File: config.mk
export PLATFORM = sky130hd
export DESIGN_NAME = spike_count_window_flat
export DESIGN_NICKNAME = d
export VERILOG_FILES = /design/src/rtl/spike_count_window_pkg.sv /design/src/rtl/spike_count_window_if.sv /design/src/rtl/spike_count_window_sat_counter.sv /design/src/rtl/spike_count_window.sv /design/src/flat_wrapper.sv
export SDC_FILE = /design/constraint.sdc
export NUM_CORES = 1
export LEC_CHECK = 0
export CORE_UTILIZATION = 50
export DETAILED_ROUTE_END_ITERATION = 10
export PLACE_DENSITY = 0.73
export SKIP_LAST_GASP = 1
export SLEW_MARGIN = 20
export SYNTH_ARGS = -nofsm -noshare
export SYNTH_HDL_FRONTEND = slang
export SYNTH_SLANG_ARGS = --single-unit
File: constraint.sdc
create_clock -name clk -period 5.6 [get_ports clk]
set_input_delay 1.12 -clock clk [delete_from_list [all_inputs] [get_ports clk]]
set_output_delay 1.12 -clock clk [all_outputs]
set_load 0.05 [all_outputs]
File: src/rtl/spike_count_window_pkg.sv
// Shared definitions for the spike-count window and the downstream max-spike classifier.
package spike_count_window_pkg;

   localparam int SNN_NUM_CLASSES = 10;
   localparam int SNN_COUNT_W     = 8;

   typedef enum logic [1:0] {
      IDLE  = 2'd0,
      COUNT = 2'd1,
      DONE  = 2'd2
   } state_t;

endpackage

File: src/rtl/spike_count_window_if.sv
// Control, spike input and published-count signals of the spike-count window.
interface spike_count_window_if
   import spike_count_window_pkg::*;
#(
   parameter int NUM_CLASSES = SNN_NUM_CLASSES,
   parameter int COUNT_W     = SNN_COUNT_W
);
   logic                           start;
   logic                           step_valid;
   logic [NUM_CLASSES-1:0]         spikes;
   logic                           busy;
   logic [NUM_CLASSES*COUNT_W-1:0] counts;
   logic                           counts_valid;
   logic                           overflow;

   modport master (
      output start, step_valid, spikes,
      input  busy, counts, counts_valid, overflow
   );

   modport slave (
      input  start, step_valid, spikes,
      output busy, counts, counts_valid, overflow
   );
endinterface

File: src/rtl/spike_count_window_sat_counter.sv
// Saturating up-counter; sat flags an increment that was clipped at the maximum value.
module sat_counter
   import spike_count_window_pkg::*;
#(
   parameter int COUNT_W = SNN_COUNT_W
) (
   input  logic               clk,
   input  logic               rst,
   input  logic               clr,
   input  logic               inc,
   output logic [COUNT_W-1:0] q,
   output logic               sat
);

   assign sat = inc && (q == '1);

   always_ff @(posedge clk or posedge rst) begin
      if (rst)
         q <= '0;
      else if (clr)
         q <= '0;
      else if (inc && !sat)
         q <= q + COUNT_W'(1);
   end

endmodule

File: src/rtl/spike_count_window.sv
// Counts per-class spikes over WINDOW_LEN accepted timesteps and publishes saturated counts.
module spike_count_window
   import spike_count_window_pkg::*;
#(
   parameter int NUM_CLASSES = SNN_NUM_CLASSES,
   parameter int COUNT_W     = SNN_COUNT_W,
   parameter int WINDOW_LEN  = 100,
   parameter int STEP_W      = 8
) (
   input  logic                 clk,
   input  logic                 rst,
   spike_count_window_if.slave  bus
);

   localparam logic [STEP_W-1:0] LAST_STEP = STEP_W'(WINDOW_LEN - 1);

   state_t                         state, state_nx;
   logic   [STEP_W-1:0]            step_idx;
   logic                           sat_flag;
   logic                           clr;
   logic                           step_en;
   logic   [NUM_CLASSES-1:0]       inc_vec;
   logic   [NUM_CLASSES-1:0]       sat_vec;
   logic   [NUM_CLASSES*COUNT_W-1:0] work;

   always_ff @(posedge clk or posedge rst) begin
      if (rst)
         state <= IDLE;
      else
         state <= state_nx;
   end

   // A restart in COUNT wins over a coincident step, which is dropped.
   always_comb begin
      state_nx = state;
      clr      = 1'b0;
      step_en  = 1'b0;
      unique case (state)
         IDLE: begin
            if (bus.start) begin
               clr      = 1'b1;
               state_nx = COUNT;
            end
         end
         COUNT: begin
            if (bus.start) begin
               clr = 1'b1;
            end else if (bus.step_valid) begin
               step_en = 1'b1;
               if (step_idx == LAST_STEP)
                  state_nx = DONE;
            end
         end
         DONE:    state_nx = IDLE;
         default: state_nx = IDLE;
      endcase
   end

   for (genvar i = 0; i < NUM_CLASSES; i++) begin : g_cnt
      assign inc_vec[i] = step_en & bus.spikes[i];
      sat_counter #(.COUNT_W(COUNT_W)) u_cnt (
         .clk (clk),
         .rst (rst),
         .clr (clr),
         .inc (inc_vec[i]),
         .q   (work[i*COUNT_W +: COUNT_W]),
         .sat (sat_vec[i])
      );
   end

   always_ff @(posedge clk or posedge rst) begin
      if (rst) begin
         step_idx <= '0;
         sat_flag <= 1'b0;
      end else if (clr) begin
         step_idx <= '0;
         sat_flag <= 1'b0;
      end else if (step_en) begin
         step_idx <= step_idx + STEP_W'(1);
         if (|sat_vec)
            sat_flag <= 1'b1;
      end
   end

   always_ff @(posedge clk or posedge rst) begin
      if (rst) begin
         bus.counts       <= '0;
         bus.overflow     <= 1'b0;
         bus.counts_valid <= 1'b0;
      end else begin
         bus.counts_valid <= (state == DONE);
         if (state == DONE) begin
            bus.counts   <= work;
            bus.overflow <= sat_flag;
         end
      end
   end

   assign bus.busy = (state == COUNT);

endmodule
File: src/flat_wrapper.sv
// flat-port wrapper written by rule: the top's interface ports become plain ports
module spike_count_window_flat import spike_count_window_pkg::*;
#(
   parameter int NUM_CLASSES = SNN_NUM_CLASSES,
   parameter int COUNT_W     = SNN_COUNT_W,
   parameter int WINDOW_LEN  = 100,
   parameter int STEP_W      = 8
)
  (clk, rst, bus_start, bus_step_valid, bus_spikes, bus_busy, bus_counts, bus_counts_valid, bus_overflow);
  spike_count_window_if #(.NUM_CLASSES(NUM_CLASSES), .COUNT_W(COUNT_W)) bus_i ();
  input  logic clk;
  input  logic rst;
  input wire logic [$bits(bus_i.start)-1:0] bus_start;
  input wire logic [$bits(bus_i.step_valid)-1:0] bus_step_valid;
  input wire logic [$bits(bus_i.spikes)-1:0] bus_spikes;
  output wire logic [$bits(bus_i.busy)-1:0] bus_busy;
  output wire logic [$bits(bus_i.counts)-1:0] bus_counts;
  output wire logic [$bits(bus_i.counts_valid)-1:0] bus_counts_valid;
  output wire logic [$bits(bus_i.overflow)-1:0] bus_overflow;
  assign bus_i.start = bus_start;
  assign bus_i.step_valid = bus_step_valid;
  assign bus_i.spikes = bus_spikes;
  assign bus_busy = bus_i.busy;
  assign bus_counts = bus_i.counts;
  assign bus_counts_valid = bus_i.counts_valid;
  assign bus_overflow = bus_i.overflow;
  spike_count_window #(.NUM_CLASSES(NUM_CLASSES), .COUNT_W(COUNT_W), .WINDOW_LEN(WINDOW_LEN), .STEP_W(STEP_W)) u_core (.clk(clk), .rst(rst), .bus(bus_i));
endmodule
==> Word-level counts from Yosys, hierarchy flattened <==
Index checks and enable logic that the tools add are counted.
{ "op_classes": {"addsub": 11, "multipliers": 0, "n_div": 0, "n_lt_le_gt_ge": 0, "n_eq_ne": 17, "shifts": 0, "muxes": 35, "bitwise_logic": 10, "n_reduce_logical": 47} }
{ "ops": {"columns": ["op", "count"], "rows": [
  ["$mux W8", 22],
  ["$add A8 B1 Y8 const B", 11],
  ["$eq A8 B8 Y1 const B", 10],
  ["$reduce_bool A2 Y1", 12],
  ["$logic_and A1 B1 Y1", 20],
  ["$and A1 B1 Y1", 10],
  ["$logic_not A1 Y1", 10],
  ["$reduce_or A10 Y1", 1],
  ["$eq A8 B7 Y1 const B", 1],
  ["$mux W1", 8],
  ["$mux W2", 4],
  ["$ne A2 B2 Y1 const B", 3],
  ["$pmux W2 S2", 1],
  ["$reduce_and A4 Y1", 1],
  ["$eq A2 B1 Y1 const B", 1],
  ["$eq A2 B2 Y1 const B", 1],
  ["$logic_not A2 Y1", 1],
  ["$ne A2 B1 Y1 const B", 1],
  ["$reduce_and A2 Y1", 1],
  ["$reduce_or A2 Y1", 1]
]} }
{ "word_totals": {"reg_bits": 173, "latch_bits": 0, "mem_bits_rw": 0, "mem_bits_ro": 0, "inputBits": 14, "word_cells": 136, "n_memories": 0} }

==> Depth between registers and ports, before layout <==
{ "depth": {"word_depth": 9, "depth_mapped": 7} }

==> Modules after synthesis <==
From an unflattened synthesis, not the netlist that was laid out.
{ "hier_totals": {"hier_cells": 732, "area_unflattened_um2": 8635.8} }
{ "modules_own_cells": {"columns": ["module", "n_inst", "cells_per_inst", "area_each_um2", "seq_area_each_um2"], "rows": [
  ["sat_counter", 10, 49, 494.2, 200.2],
  ["spike_count_window", 1, 242, 3693.5, 2327.2]
]} }

==> Worst setup path after synthesis <==
Ideal clock, no wire load.
{ "synth_timing": {"kind": "input to register", "start": "in bus_start", "end": "reg u_core.g_cnt[2].u_cnt.q[3]", "setup_ps": 78, "t_arrival_ps": 2264, "setup_slack_ps": 3258, "stages": 6, "n_path_buf": 2, "cell_sequence": "and4bb_1 -> buf_6 -> buf_12 -> o211ai_4 -> or3_1 -> a21oi_1"} }
{ "synth_via": {"elab_chain_len": 7} }
{ "synth_rtl": {"columns": ["item", "line", "text"], "rows": [
  ["from (decl)", "flat_wrapper.sv:13", "input wire logic [$bits(bus_i.start)-1:0] bus_start;"],
  ["$mux W1", "spike_count_window.sv:46", "if (bus.start) begin"],
  ["$mux W1", "spike_count_window.sv:38", "unique case (state)"],
  ["$and A1 B1 Y1", "spike_count_window.sv:60", "assign inc_vec[i] = step_en & bus.spikes[i];"],
  ["$logic_and A1 B1 Y1", "spike_count_window_sat_counter.sv:15", "assign sat = inc && (q == '1);"],
  ["$logic_not A1 Y1", "spike_count_window_sat_counter.sv:22", "else if (inc && !sat)"],
  ["$logic_and A1 B1 Y1", "spike_count_window_sat_counter.sv:22", null],
  ["$reduce_bool A2 Y1 (no line)", null, null],
  ["to (signal assigned)", "spike_count_window_sat_counter.sv:23", "q <= q + COUNT_W'(1);"],
  ["to (decl)", "spike_count_window_sat_counter.sv:11", "output logic [COUNT_W-1:0] q,"]
]} }
Several ways; a longest one is shown, not always the timed one.
A chain may end at the register's enable or synchronous reset.

==> Final worst setup path <==
{ "layout_timing": {"start": "in bus_start", "end": "reg u_core.g_cnt[4].u_cnt.q[7]"} }
{ "layout_via": {"elab_chain_len": 7} }
{ "layout_rtl": {"columns": ["item", "line"], "rows": [
  ["$mux W1", "spike_count_window.sv:46"],
  ["$mux W1", "spike_count_window.sv:38"],
  ["$and A1 B1 Y1", "spike_count_window.sv:60"],
  ["$logic_and A1 B1 Y1", "spike_count_window_sat_counter.sv:15"],
  ["$logic_not A1 Y1", "spike_count_window_sat_counter.sv:22"],
  ["$logic_and A1 B1 Y1", "spike_count_window_sat_counter.sv:22"],
  ["$reduce_bool A2 Y1 (no line)", null],
  ["to (signal assigned)", "spike_count_window_sat_counter.sv:23"],
  ["to (decl)", "spike_count_window_sat_counter.sv:11"]
]} }
Several ways; a longest one is shown, not always the timed one.

==> key figures <==
STA
  – Final Max Slew Viols: 0
  – Min Hold Slack: 0.5035 ns
  – Slew @ Worst Pin: 0.8981 ns
  – F_max: 0.3169 GHz
  – Max Clock Skew: 0.006745 ns
  – Period utilisation layout: 56.35%
  – Final worst slack: 2.445 ns
  – Final Hold Fails: 0
  – Final setup TNS: 0 ns
  – Rel. slew slack: 40.00%
  – Min Clock Period, post-route: 3.155 ns
  – Setup violators final: 0
  – RSZ-0062 raised after global routing: no

Clock network
  – Clock-pin slew on the worst setup and hold paths: 0.06 ns
  – Clk Latency, worst-skew pair: 0.43 ns
  – Post-CTS Setup Inserts: 0
  – Total CTS buffers: 17
  – Clk root buf: clkbuf_16
  – Resized Gates After CTS: 0
  – CTS tree: yes
  – CTS max path bufs: 2
  – Cts hold-fix bufs: 0
  – Clock H-tree levels: 4
  – TritonCTS Sinks: 173

Routing
  – Routed WL: 15.19 mm
  – WL/cell: 15.61 µm
  – DRC: 0
  – Drt first pass iters: 4
  – Via count: 5273
  – Vias per std cell: 5.419
  – 1st-iter DRT viols: 282
  – Post-route ant nets: 0

Critical path
  – FF-to-FF Start: u_core.state[1]
  – Worst setup path startpoint: bus_start
  – R2R setup slack: 3.15 ns
  – Critical path endpoint category: flop
  – R2R Path End: u_core.g_cnt[4].u_cnt.q[7]
  – Crit Path Class: input port to flop
  – R2R cell count: 5
  – Startpoint Class: input port
  – Setup crit end: u_core.g_cnt[4].u_cnt.q[7]
  – CP required: 5.89 ns
  – Crit Path Max Fanout: 24
  – Worst Path Arrival: 3.44 ns

Synthesis
  – Sequential share of the synthesized area: 55.24%
  – Synth Warn #: 0
  – Mapped Area: 7838 µm²
  – Syn Area/Cell: 11.98 µm²
  – Post-synth top area share: 55.24%
  – Most used DFF post-synth: dfrtp_1
  – Post-synth top cells: dfrtp_1, nor2_1, mux2_2
  – Post-synth cell types: 45
  – Asr flop ratio synth: 100.0%
  – Post-Syn Instances: 654
  – #FFs+latches synth: 173
  – Number of flops mapped to enable cells by yosys: 0
  – Synthesized net count: 679
  – Synth area leaders: dfrtp_1, mux2_2, nor2_1
  – Most frequent cell after synthesis: dfrtp_1
  – Area leader, netlist: dfrtp_1

Pwr
  – Leakage: 4.194 nW
  – Peak supply drop: 0.2051 mV
  – Seq pwr share: 48.2%
  – Psw: 0.0005428 W
  – Sw Ratio: 20.68%
  – Power per cell area: 272.3 nW/µm²
  – Clock power share: 48.7%
  – Logic pwr share: 3.1%
  – Internal power: 0.002082 W

Place
  – Gp weighted congestion: 0.7954
  – DP Worst Slack: 1.980 ns
  – Placed inst area: 8999 µm²
  – Detail Placement HPWL: 10.15 mm
  – PortBufs: 96
  – Placed Cells: 941

Cells and area
  – Final cell count without fillers: 973
  – Antenna cells: 0
  – Fillers: 1154
  – Synthesis-to-layout area growth: 22.99%
  – Design Area, Final: 9639 µm²
  – Layout cells sized above 1: 17.72%
  – Nets: 774

Global routing
  – Global Route Usage Sum: 20.34%
  – Vias in the first global route: 5296
  – Largest net degree at the start of global routing: 174
  – Initial antenna violation count: 0
  – Global-route wire length before repair: 25.90 mm
  – GRT overflow: 0

Floorplan
  – Core area: 15260 µm²
  – Chip height: 127.2 µm
  – Row count: 45
  – Initial Util: 51.37%
  – Die area: 16180 µm²
  – # IOs: 97
  – DIE WIDTH: 127.2 µm

Status
  – Status: completed

Job
  – Max_cap viols: 0

Min path
  – Hold Path Class: flop to flop
## layer usage
layer  global-route usage, %  share of wire, %  vias to the layer above
met1                   27.63                47                     2650
met5                       0                 0                        -
met4                   7.283               1.5                        0
met2                   32.13                48                      112
met3                   4.732               3.5                       20
li1                        -                 -                     2491
## critical path, stage by stage
cell	delay (ns)
clkdlybuf4s50_1	0.46
and4bb_2	0.90
o211ai_2	0.38
nor4_2	0.35
xnor2_1	0.15
nor2_1	0.05
## worst min-delay path by stage
stage / startpoint / to / slack (ns) / cells past startpoint
after floorplan: u_core.state[1] / u_core.state[0] / 0.47 / 1
after global placement: u_core.bus.counts[58] / u_core.bus.counts[58] / 0.49 / 1
after detailed placement: u_core.bus.counts[58] / u_core.bus.counts[58] / 0.50 / 1
after CTS: u_core.bus.counts[34] / u_core.bus.counts[34] / 0.51 / 1
after global routing: u_core.bus.counts[34] / u_core.bus.counts[34] / 0.52 / 1
final: u_core.bus.counts[58] / u_core.bus.counts[58] / 0.50 / 1
## power by group through the flow
| stage | clock [W] | combinational [W] | sequential [W] |
|---|---|---|---|
| 6_report | 0.00128 | 0.0000824 | 0.00126 |
| 4_1_cts | 0.00130 | 0.0000850 | 0.00126 |
| 5_1_grt | 0.00136 | 0.0000937 | 0.00126 |
| 3_3_place_gp | 0 | 0.0000824 | 0.00129 |
| 3_5_place_dp | 0 | 0.0000848 | 0.00129 |
| 2_1_floorplan | 0 | 0.0000566 | 0.00129 |
## through the flow
stage | util (%) | power [W]
final | 63.17 | 0.002624
after global routing | 63.17 | 0.002713
after CTS | 63.17 | 0.002649
after detailed placement | 58.98 | 0.001372
after global placement | 58.84 | 0.001369
after floorplan | - | 0.001342
## cells in the final DEF (no fill, tap or decap), drive strengths merged, types with 2 or more instances in the layout
master / instances
mux2i: 13
inv: 10
or2: 2
nor2b: 2
nand4: 22
bufinv: 5
nor2: 85
and2: 6
buf: 4
clkbuf: 21
mux2: 81
clkdlybuf4s50: 96
nor3: 16
nand2b: 2
clkinv: 2
o21ai: 20
a21oi: 20
nor4: 3
dfrtp: 173
clkinvlp: 5
xnor2: 34
nand2: 27
xor2: 21
and3: 7
o211ai: 8
o2111ai: 7
or3: 19
and4: 4
ha: 11
nand3: 26
## final cells by class
cell class,instances,area (µm²),share of cell area [%]
clock buffers,21,450.4,4.673
clock inverters,11,190.2,1.973
inverters,11,45.04,0.4673
multi-input cells,446,3344,34.70
flip-flops and latches,173,4329,44.91
well taps,211,264.0,2.739
repair buffers,100,1016,10.54
## registers in the layout (all words and copies together), names as in the netlist
signal,count
u_core.bus.counts,80
u_core.bus.counts_valid,1
u_core.bus.overflow,1
u_core.g_cnt.u_cnt.q,80
u_core.sat_flag,1
u_core.state,2
u_core.step_idx,8
## logic make-up (layout without fill, tap and decap cells)
group	Yosys count	after routing	share of synthesized area, %
flip-flops	173	173	55.24
AND/OR/NAND/NOR	224	224	14.34
adder cells (fa/ha/maj)	11	11	1.756
XOR/XNOR	55	55	6.146
multiplexers	94	94	13.30
buffers and inverters	35	143	2.219
AO/OA/AOI/OAI	62	62	7.008
Power figures use the tool's default switching activity.
